===== src/rtl/psg_seq_pkg.sv =====
// Shared types and bus codes for the YM2149 bus sequencer.
// Imported by the sequencer top and its phase timer.
package psg_seq_pkg;

   typedef enum logic [2:0] {
      ST_IDLE,
      ST_ADDR,
      ST_GAP,
      ST_DATA,
      ST_TAIL
   } state_e;

   typedef enum logic {
      OWN_P0 = 1'b0,
      OWN_P1 = 1'b1
   } owner_e;

   localparam logic [1:0] PSG_INACT = 2'b00;
   localparam logic [1:0] PSG_READ  = 2'b01;
   localparam logic [1:0] PSG_WRITE = 2'b10;
   localparam logic [1:0] PSG_LATCH = 2'b11;

endpackage


===== src/rtl/psg_phase_timer.sv =====
// Counts en_psg pulses within one bus phase and strobes phase_done
// on the pulse that completes PHASE_CEN pulses.
module psg_phase_timer #(
   parameter int unsigned PHASE_CEN = 2
) (
   input  logic clk_i,
   input  logic reset_i,
   input  logic run_i,
   input  logic en_i,
   output logic done_o
);

   logic [3:0] cnt_q, cnt_d;

   assign done_o = run_i & en_i & (cnt_q == 4'(PHASE_CEN - 1));

   // Idle and every phase boundary restart the count at zero.
   always_comb begin
      cnt_d = cnt_q;
      if (!run_i || done_o) begin
         cnt_d = '0;
      end else if (en_i) begin
         cnt_d = cnt_q + 4'd1;
      end
   end

   always_ff @(posedge clk_i or posedge reset_i) begin
      if (reset_i) begin
         cnt_q <= '0;
      end else begin
         cnt_q <= cnt_d;
      end
   end

endmodule


===== src/rtl/psg_bus_sequencer.sv =====
// Two-port arbiter that turns register requests into YM2149
// BDIR/BC1 latch, gap, data and tail phases.
module psg_bus_sequencer
   import psg_seq_pkg::*;
#(
   parameter int unsigned PHASE_CEN  = 2,
   parameter int unsigned STARVE_MAX = 2
) (
   input  logic       clk,
   input  logic       reset,
   input  logic       en_psg,
   input  logic       p0_valid,
   input  logic       p0_we,
   input  logic [3:0] p0_addr,
   input  logic [7:0] p0_wdata,
   output logic       p0_ready,
   output logic       p0_rvalid,
   output logic [7:0] p0_rdata,
   input  logic       p1_valid,
   input  logic       p1_we,
   input  logic [3:0] p1_addr,
   input  logic [7:0] p1_wdata,
   output logic       p1_ready,
   output logic       p1_rvalid,
   output logic [7:0] p1_rdata,
   output logic       psg_bdir,
   output logic       psg_bc1,
   output logic [7:0] psg_dout,
   input  logic [7:0] psg_din,
   output logic       busy
);

   localparam logic [3:0] SMAX = 4'(STARVE_MAX);

   state_e     state_q, state_d;
   owner_e     owner_q, owner_d;
   logic       we_q, we_d;
   logic [3:0] addr_q, addr_d;
   logic [7:0] wdata_q, wdata_d;
   logic [3:0] starve_cnt_q, starve_cnt_d;
   logic [7:0] rd0_q, rd0_d, rd1_q, rd1_d;
   logic       rvalid_q, rvalid_d;
   logic       phase_done;
   logic       pick0, pick1;
   logic [1:0] code;

   psg_phase_timer #(
      .PHASE_CEN(PHASE_CEN)
   ) u_timer (
      .clk_i  (clk),
      .reset_i(reset),
      .run_i  (state_q != ST_IDLE),
      .en_i   (en_psg),
      .done_o (phase_done)
   );

   // Port 1 wins a tie only once port 0 has used its starvation budget.
   assign pick1 = (state_q == ST_IDLE) & p1_valid
                & (!p0_valid | (starve_cnt_q == SMAX));
   assign pick0 = (state_q == ST_IDLE) & p0_valid & !pick1;

   always_comb begin
      state_d      = state_q;
      owner_d      = owner_q;
      we_d         = we_q;
      addr_d       = addr_q;
      wdata_d      = wdata_q;
      starve_cnt_d = starve_cnt_q;
      rd0_d        = rd0_q;
      rd1_d        = rd1_q;
      rvalid_d     = 1'b0;
      unique case (state_q)
         ST_IDLE: begin
            if (pick1) begin
               state_d      = ST_ADDR;
               owner_d      = OWN_P1;
               we_d         = p1_we;
               addr_d       = p1_addr;
               wdata_d      = p1_wdata;
               starve_cnt_d = '0;
            end else if (pick0) begin
               state_d = ST_ADDR;
               owner_d = OWN_P0;
               we_d    = p0_we;
               addr_d  = p0_addr;
               wdata_d = p0_wdata;
               if (!p1_valid) begin
                  starve_cnt_d = '0;
               end else if (starve_cnt_q != SMAX) begin
                  starve_cnt_d = starve_cnt_q + 4'd1;
               end
            end
         end
         ST_ADDR: if (phase_done) state_d = ST_GAP;
         ST_GAP:  if (phase_done) state_d = ST_DATA;
         ST_DATA: begin
            if (phase_done) begin
               state_d = ST_TAIL;
               if (!we_q) begin
                  rvalid_d = 1'b1;
                  if (owner_q == OWN_P1) rd1_d = psg_din;
                  else                   rd0_d = psg_din;
               end
            end
         end
         ST_TAIL: if (phase_done) state_d = ST_IDLE;
         default: state_d = ST_IDLE;
      endcase
   end

   always_ff @(posedge clk or posedge reset) begin
      if (reset) begin
         state_q      <= ST_IDLE;
         owner_q      <= OWN_P0;
         we_q         <= 1'b0;
         addr_q       <= '0;
         wdata_q      <= '0;
         starve_cnt_q <= '0;
         rd0_q        <= '0;
         rd1_q        <= '0;
         rvalid_q     <= 1'b0;
      end else begin
         state_q      <= state_d;
         owner_q      <= owner_d;
         we_q         <= we_d;
         addr_q       <= addr_d;
         wdata_q      <= wdata_d;
         starve_cnt_q <= starve_cnt_d;
         rd0_q        <= rd0_d;
         rd1_q        <= rd1_d;
         rvalid_q     <= rvalid_d;
      end
   end

   always_comb begin
      code     = PSG_INACT;
      psg_dout = 8'h00;
      unique case (state_q)
         ST_ADDR: begin
            code     = PSG_LATCH;
            psg_dout = {4'h0, addr_q};
         end
         ST_DATA: begin
            code     = we_q ? PSG_WRITE : PSG_READ;
            psg_dout = we_q ? wdata_q : 8'h00;
         end
         default: begin
            code     = PSG_INACT;
            psg_dout = 8'h00;
         end
      endcase
   end

   assign {psg_bdir, psg_bc1} = code;
   assign busy      = (state_q != ST_IDLE);
   assign p0_ready  = pick0 & ~reset;
   assign p1_ready  = pick1 & ~reset;
   assign p0_rvalid = rvalid_q & (owner_q == OWN_P0);
   assign p1_rvalid = rvalid_q & (owner_q == OWN_P1);
   assign p0_rdata  = rd0_q;
   assign p1_rdata  = rd1_q;

endmodule


===== config.mk =====
export PLATFORM = sky130hd
export DESIGN_NAME = psg_bus_sequencer
export DESIGN_NICKNAME = d
export VERILOG_FILES = /design/src/rtl/psg_seq_pkg.sv /design/src/rtl/psg_phase_timer.sv /design/src/rtl/psg_bus_sequencer.sv
export SDC_FILE = /design/constraint.sdc
export NUM_CORES = 1
export LEC_CHECK = 0
export CAP_MARGIN = 10
export CORE_MARGIN = 4
export CORE_UTILIZATION = 35
export DETAILED_ROUTE_END_ITERATION = 10
export HOLD_SLACK_MARGIN = 0.02
export PLACE_DENSITY = 0.64
export SLEW_MARGIN = 0
export SYNTH_ARGS = -nofsm -noshare
export SYNTH_HDL_FRONTEND = slang
export SYNTH_HIERARCHICAL = 1
export SYNTH_SLANG_ARGS = --single-unit

===== constraint.sdc =====
create_clock -name clk -period 4.45 [get_ports clk]
set_input_delay 0.89 -clock clk [delete_from_list [all_inputs] [get_ports clk]]
set_output_delay 0.89 -clock clk [all_outputs]
set_load 0.02 [all_outputs]

# Word-level counts from Yosys, hierarchy flattened
# Cells that the tools add are included.
totals:
  reg_bits: 42
  output_inout_bits: 31
  wordCells: 80
  input_bits: 39
classes:
  n_addsub: 2
  n_mux: 28
  n_bitwise: 14
  n_reduce_logical: 13
  n_eq_ne: 13
op_table:
  columns: ["cell", "count"]
  rows:
  - ["$mux 4", 8]
  - ["$mux 8", 3]
  - ["$mux 3", 6]
  - ["$pmux 8 s2", 1]
  - ["$pmux 3 s5", 1]
  - ["$and 1x1->1", 10]
  - ["$add 4x1->4 const B", 2]
  - ["$ne 2x1->1 const B", 4]
  - ["$reduce_and 4->1", 2]
  - ["$mux 1", 7]
  - ["$eq 3x2->1 const B", 2]
  - ["$reduce_and 5->1", 1]
  - ["$eq 4x1->1 const B", 1]
  - ["$eq 4x2->1 const B", 1]
  - ["$ne 4x2->1 const B", 1]
  - ["$pmux 2 s2", 1]
  - ["$reduce_bool 2->1", 2]
  - ["$eq 3x1->1 const B", 1]
  - ["$eq 3x3->1 const B", 1]
  - ["$logic_not 1->1", 3]
  - ["$logic_not 3->1", 1]
  - ["$ne 3x1->1 const B", 1]
  - ["$ne 3x3->1 const B", 1]
  - ["$not 1->1", 3]
  - ["other kinds (6)", 6]

# Logic depth before layout (Yosys ltp)
# Gate-level depths: netlist of run 1.
depth:
  word_depth: 8
  depth_mapped: 9
  ltp_nobuf: 8

# Hierarchy
# The synthesis of run 1 kept the hierarchy.
modules_own_cells:
  columns: ["module", "seq_area_each_um2", "instances", "area_each_um2", "cells_per_inst"]
  rows:
  - ["psg_bus_sequencer", 950.9, 1, 1813.0, 181]
  - ["psg_phase_timer", 100.1, 1, 234.0, 21]

# Worst setup path after synthesis of run 1
# OpenSTA, ideal clock, no wires.
synth_path:
  kind: "input to output"
  startpoint: "input p1_valid"
  endpoint: "output p0_ready"
  stages: 2
  t_required_ns: 3.560
  arrival_ns: 2.165
  path_slack_ns: 1.395
  n_path_buf: 1
  cell_sequence: "buf_1 a2111oi_0"
synth_via:
  elab_chain_cells: 5
synth_rtl:
  columns: ["item", "line", "source"]
  rows:
  - ["start, declared", "psg_bus_sequencer.sv:19", "input logic p1_valid,"]
  - ["$and 1x1->1", "psg_bus_sequencer.sv:58", "assign pick1 = (state_q == ST_IDLE) & p1_valid"]
  - ["$and 1x1->1", "psg_bus_sequencer.sv:59", "& (!p0_valid | (starve_cnt_q == SMAX));"]
  - ["$logic_not 1->1", "psg_bus_sequencer.sv:60", "assign pick0 = (state_q == ST_IDLE) & p0_valid & !pick1;"]
  - ["$and 1x1->1", "psg_bus_sequencer.sv:60", null]
  - ["$and 1x1->1", "psg_bus_sequencer.sv:156", "assign p0_ready = pick0 & ~reset;"]
  - ["end, declared", "psg_bus_sequencer.sv:16", "output logic p0_ready,"]
# No other way between the ends.

# Worst setup path in the final report of run 1
layout_path:
  startpoint: "register state_q[1]"
  endpoint: "output p0_ready"
layout_via:
  elab_chain_cells: 6
  elab_cells_between_ends: 7
  classes_between: "bitwise: 5; reduce/logical: 2"
layout_rtl:
  columns: ["item", "line", "source"]
  rows:
  - ["start, declared", "psg_bus_sequencer.sv:35", "state_e state_q, state_d;"]
  - ["start signal, assigned", "psg_bus_sequencer.sv:123", "state_q <= state_d;"]
  - ["$logic_not 3->1 (*)", "psg_bus_sequencer.sv:58, psg_bus_sequencer.sv:60", null]
  - ["$and 1x1->1", "psg_bus_sequencer.sv:58", null]
  - ["$and 1x1->1", "psg_bus_sequencer.sv:59", null]
  - ["$logic_not 1->1", "psg_bus_sequencer.sv:60", null]
  - ["$and 1x1->1 (*)", "psg_bus_sequencer.sv:60", null]
  - ["$and 1x1->1 (*)", "psg_bus_sequencer.sv:156", null]
# Every way passes the cells marked *; elsewhere a longest branch is shown, timed or not.

==> impl_metrics.csv, run 1 <==
group,metric,value,unit
status,status,"finished clean",
sta,worst_slew_pin_slew,0.7402,ns
synth,synth_mux_area_frac,0.08802,
synth,yosysMostFrequentCell,"dfrtp_1",
cts,cts_root_buf,"clkbuf_8",
cts,clkSinkCount,42,
flow_run,drv_cap,0,
floorplan,ios,70,
placement,gp_congestion,0.7505,
setup_path,startpoint_type,"register",
sta,fin_crit_sh,0.7869,
synth,yosysWarnings,6,
sta,rsz0062_at_grt,"no",
sta,final_max_slew_viol_count,0,
setup_path,arrival,2.61,ns
hold_path,min_from,"p0_rdata[7]$_DFFE_PP0P_",
layout,layoutNonFillerInstCount,344,
cts,post_cts_resized,0,
cts,worst_skew_pair.late_latency,0.29,ns
hold_path,hp-class,"reg2reg",
global_routing,antenna_found_initial,0,
synth,synth_fa_ha_area_frac,0.02445,
layout,fin_util,0.5230,
sta,setup_violations,0,
sta,setup_tns,0,ns
global_routing,grt_pass1_vias,1697,
route,wl_per_cell,14.23,um
synth,syn_area,2047,um2
global_routing,grtUsageTotal,0.1391,
setup_path,required,3.56,ns
cts,post-cts-setup-buffer-count,0,
layout,area_delta_synth_final,42.42,%
setup_path,cp_cell_sequence,"nor3_2 > inv_1 > a2111oi_0 > clkdlybuf4s50_1",
synth,synth_compound_area_frac,0.1430,
route,antenna_left,0,
layout,multi_input_area,922.1,um2
setup_path,end_kind,"output pin",
global_routing,grt_max_degree,39,
route,drt_first_iter_violations,79,
synth,synth_edf_count,0,
synth,yosys-top-cells-count,"dfrtp_1, a21oi_1, nand2_1",
setup_path,cpMaxStageDelayCell,"clkdlybuf4s50_1",
synth,syn-num-nets,245,
synth,synthXorXnorAreaFrac,0.01711,
route,routed_wl,4.896,mm
setup_path,cp_max_fo,16,
global_routing,grt_pass1_wl,8.079,mm
floorplan,die-area,7136,um2
placement,hpwl,3.576,mm
layout,seq_area,1051,um2
synth,synth_simple_gate_area_frac,0.1779,
cts,cts_tree,"yes",
sta,finClkSkew,0.006143,ns
setup_path,cp_num_buf_inv,2,
route,routed_via_density,4.895,
setup_path,path_class,"reg2out",
synth,synth_ff_type,"dfrtp_1",
cts,cts_buffers,5,
cts,hold_buffers,0,
synth,synth_top_family_by_area,"simple AND/OR/NAND/NOR gates",
placement,placed_cells,336,
global_routing,grt.overflow.total,0,
sta,slew_headroom,0.5032,
synth,syn_avg_cell_area,10.13,um2
synth,ys_seq_area_frac,0.5134,
layout,nNetsFinal,314,
synth,synthArstFlopShare,1.000,
setup_path,r2r_cells,7,
floorplan,die_x,84.48,um
cts,htree_levels,2,
synth,syn_inst,202,
power,irDropWorstVdd,275.5,uV
floorplan,coreArea,5574,um2
placement,port_buffers,69,
setup_path,r2r_slack,1.77,ns
power,p_per_area,622.2,nW/um2
cts,clock_path_buffers,2,
synth,netlist.area_leader.share,0.5134,
floorplan,die_y,84.48,um
power,p_leak,1.290,nW
synth,synthTopCellsByArea,"dfrtp_1, mux2_2, a21oi_1",
setup_path,crit_family,"buffers and inverters",
route,vias,1684,
floorplan,start_util,0.3672,
synth,ys_seq_elements,42,
setup_path,worstReg2RegStart,"state_q[1]$_DFFE_PP0P_",
route,route.detailed.drc,0,
hold_path,hold_end,"p0_rdata[7]$_DFFE_PP0P_",
hold_path,hold_path_depth,1,
layout,layout-drive-gt1-share,0.1287,
layout,nFillCells,520,
setup_path,critPathMaxStageDelay,0.70,ns
sta,fmax,0.2856,GHz
floorplan,rows,27,
synth,synth_cell_types,38,
route,drtPass1Iterations,4,
cts,clkTransAtPathRegs,0.08,ns
layout,diodes,0,
sta,finalCriticalPeriod,3.502,ns
synth,synth_top_cell_by_area,"dfrtp_1",
setup_path,r2r-end,"p1_rdata[4]$_DFFE_PP0P_",
sta,hold_violations,0,
==> state kept, by name (all words and copies together) (netlist names) <==
| register | count |
|---|---|
| addr_q | 4 |
| we_q | 1 |
| owner_q | 1 |
| u_timer/cnt_q | 4 |
| rvalid_q | 1 |
| starve_cnt_q | 4 |
| p1_rdata | 8 |
| wdata_q | 8 |
| state_q | 3 |
| p0_rdata | 8 |
==> placed cells by master (no fill, tap or decap), types with 4 or more instances in the layout <==
cell             instances
o21ai_0                  4
nand2b_1                 5
clkbuf_8                 5
dfrtp_1                 42
and2_1                   6
ha_1                     4
a21oi_1                 32
mux2_2                  16
nand2_1                 22
nor2_1                  19
inv_1                    8
clkdlybuf4s50_1         69
nand3_1                  6
==> area by class of cell <==
class | instances | area share
clock inverters | 3 | 0.01373
clock buffers | 5 | 0.02361
flip-flops and latches | 42 | 0.3605
repair buffers | 72 | 0.2446
multi-input cells | 142 | 0.3163
well taps | 72 | 0.03090
inverters | 8 | 0.01030
==> power breakdown <==
| group | leakage, nW | total (mW) | internal, mW | switching (mW) |
|---|---|---|---|---|
| sequential | 0.530 | 0.674 | 0.538 | 0.135 |
| clock | 0.0579 | 0.296 | 0.165 | 0.131 |
| combinational | 0.702 | 0.844 | 0.414 | 0.430 |
| total | 1.29 | 1.81 | 1.12 | 0.696 |
==> stage by stage <==
step / worst slack (ns) / hold slack, ns / power [mW] / instance area (um2)
floorplan: 1.395 / 0.4864 / 1.168 / 2047
global placement: 0.9068 / 0.4907 / 1.521 / 2806
detailed placement: 1.013 / 0.4961 / 1.535 / 2806
CTS: 0.8981 / 0.5151 / 1.838 / 2915
global route: 0.6497 / 0.5194 / 1.944 / 2915
finish: 0.9481 / 0.5077 / 1.814 / 2915
==> logic make-up after synthesis <==
family / after synthesis
AOI/OAI and AO/OA: 48
xor gates and xnor gates: 4
adders and majority gates: 4
buffers and inverters: 18
DFF: 42
muxes: 16
and+or+nand+nor: 70
==> how the worst max path moves through the flow <==
stage | start | endpoint | slack, ns | depth (start not counted)
after floorplan | p1_valid | p0_ready | 1.39 | 2
after global placement | p0_valid | p0_ready | 0.91 | 4
after detailed placement | p0_valid | p0_ready | 1.01 | 4
after CTS | state_q[1]$_DFFE_PP0P_ | p0_ready | 0.90 | 4
after global routing | state_q[1]$_DFFE_PP0P_ | p0_ready | 0.65 | 4
final | state_q[1]$_DFFE_PP0P_ | p0_ready | 0.95 | 4
==> per-layer routing <==
layer / GRT usage / vias up / share of wire
li1: - / 840 / -
met1: 0.1799 / 782 / 0.46
met5: 0 / - / 0
met4: 0.03022 / 0 / 0.0098
met3: 0.05103 / 8 / 0.077
met2: 0.2245 / 54 / 0.45
No activity file was read; power rests on OpenSTA's default activity.
==> run 2: changes to the inputs <==
--- a/config.mk
+++ b/config.mk
@@ -10,7 +10,7 @@
 export CORE_UTILIZATION = 35
 export DETAILED_ROUTE_END_ITERATION = 10
 export HOLD_SLACK_MARGIN = 0.02
-export PLACE_DENSITY = 0.64
+export PLACE_DENSITY = 0.67
 export SLEW_MARGIN = 0
 export SYNTH_ARGS = -nofsm -noshare
 export SYNTH_HDL_FRONTEND = slang
==> constraint.sdc (replaced) <==
create_clock -name clk -period 3.1 [get_ports clk]
set_input_delay 0.62 -clock clk [delete_from_list [all_inputs] [get_ports clk]]
set_output_delay 0.62 -clock clk [all_outputs]
set_load 0.02 [all_outputs]
==> run 2 against run 1 <==
Effect of this change:
- global-route usage is 0.11 points lower
- cell count is 1.5% higher
- sequential cell count stayed put
- register-to-register slack worse by 1.0 ns
==> impl_metrics.csv, run 2 (same netlist as run 1, synthesis figures left out) <==
group,metric,value,unit
global_routing,grtUsageTotal,0.1380,
power,p_per_area,914.3,nW/um2
global_routing,grt_pass1_wl,8.010,mm
sta,fin_crit_sh,0.9377,
setup_path,end_kind,"output pin",
floorplan,die_x,84.48,um
status,status,"finished clean",
setup_path,worstReg2RegStart,"u_timer/cnt_q[1]$_DFFE_PP0P_",
floorplan,coreArea,5574,um2
layout,diodes,0,
setup_path,path_class,"in2out",
route,wl_per_cell,13.66,um
global_routing,grt_pass1_vias,1658,
cts,cts_root_buf,"clkbuf_8",
setup_path,required,2.48,ns
layout,seq_area,1051,um2
setup_path,startpoint_type,"primary input",
layout,final_cell_mix,"clkdlybuf4s50_1, dfrtp_1, a21oi_1",
cts,cts_buffers,5,
cts,worst_skew_pair.late_latency,0.29,ns
cts,hold_buffers,0,
setup_path,cp_max_fo,4,
floorplan,die-area,7136,um2
floorplan,start_util,0.3672,
cts,htree_levels,2,
floorplan,ios,70,
global_routing,grt.overflow.total,0,
hold_path,hp-class,"reg2reg",
hold_path,hold_end,"p0_rdata[3]$_DFFE_PP0P_",
placement,gp_congestion,0.7449,
layout,multi_input_area,922.1,um2
layout,nNetsFinal,319,
route,vias,1727,
global_routing,antenna_found_initial,0,
route,drt_first_iter_violations,76,
sta,final_max_slew_viol_count,0,
power,p_leak,1.329,nW
cts,clkSinkCount,42,
flow_run,drv_cap,0,
global_routing,grt_max_degree,39,
placement,port_buffers,69,
sta,finalCriticalPeriod,2.907,ns
floorplan,die_y,84.48,um
setup_path,r2r_slack,0.74,ns
sta,finClkSkew,0.004481,ns
sta,setup_violations,0,
route,drtPass1Iterations,4,
sta,worst_slew_pin_slew,0.4807,ns
sta,slew_headroom,0.6795,
setup_path,r2r_cells,8,
hold_path,hold_path_depth,1,
sta,rsz0062_at_grt,"no",
setup_path,arrival,2.29,ns
layout,layout-drive-gt1-share,0.1444,
route,route.detailed.drc,0,
layout,layout_commonest_cell,"clkdlybuf4s50_1",
cts,post-cts-setup-buffer-count,0,
sta,hold_violations,0,
cts,clkTransAtPathRegs,0.08,ns
cts,cts_tree,"yes",
layout,area_delta_synth_final,45.90,%
cts,clock_path_buffers,2,
layout,nFillCells,536,
route,routed_via_density,4.948,
placement,hpwl,3.498,mm
route,routed_wl,4.769,mm
power,irDropWorstVdd,358.9,uV
sta,setup_tns,0,ns
hold_path,min_from,"p0_rdata[3]$_DFFE_PP0P_",
setup_path,r2r-end,"p1_rdata[6]$_DFFE_PP0P_",
sta,fmax,0.3440,GHz
power,total_power,2.731,mW
route,antenna_left,0,
floorplan,rows,27,
cts,post_cts_resized,0,
## run 2: changes by cell type in the layout (fill, tap and decap cells not counted), sizes merged
cell | previous run | this run
buf | 3 | 8
clkinv | 2 | 0
clkbuf | 5 | 6
bufinv | 1 | 2
## run 2: critical path: stages
cell             delay (ns)
clkdlybuf4s50_1        0.54
inv_1                  0.10
a2111oi_0              0.35
clkdlybuf4s50_1        0.68
## run 2: worst max-delay path by stage
stage | from | to | depth (start not counted)
2_1_floorplan | state_q[2]$_DFFE_PP0P_ | p0_ready | 3
3_3_place_gp | p0_valid | p0_ready | 4
3_5_place_dp | en_psg | p1_rdata[6]$_DFFE_PP0P_ | 7
4_1_cts | p0_valid | p0_ready | 4
5_1_grt | p0_valid | p0_ready | 4
6_report | p0_valid | p0_ready | 4
## run 2: layout make-up
| type | count | area share |
|---|---|---|
| Clock inverter | 2 | 0.02011 |
| Clock buffer | 6 | 0.02765 |
| Inverter | 8 | 0.01005 |
| Sequential cell | 42 | 0.3519 |
| Timing Repair Buffer | 77 | 0.2514 |
| Tap cell | 72 | 0.03016 |
| Multi-Input combinational cell | 142 | 0.3088 |
## run 2: routing by layer
layer / routed length [um] / GRT usage / share of wire / vias up
met4: 63 / 0.04317 / 0.013 / 0
li1: - / - / - / 836
met2: 2157 / 0.2073 / 0.45 / 64
met3: 416 / 0.05005 / 0.087 / 7
met1: 2132 / 0.1862 / 0.45 / 820
met5: 0 / 0 / 0 / -
## run 2: power by group
part           internal, mW  total, mW  switching [mW]
clock                 0.343      0.531           0.188
sequential            0.773      0.948           0.175
combinational         0.612       1.25           0.640
total                  1.73       2.73            1.00
## run 2: stage by stage
step	std cells	hold WS, ns	setup WS (ns)	instance area [um2]	util
5_1_grt	349	0.5300	0.07719	2987	0.5358
3_5_place_dp	341	0.4958	0.2011	2844	0.5102
6_report	349	0.5114	0.1931	2987	0.5358
3_3_place_gp	341	0.4903	0.1976	2844	0.5102
4_1_cts	349	0.5149	0.1705	2987	0.5358
2_1_floorplan	202	0.3861	0.3611	2047	-
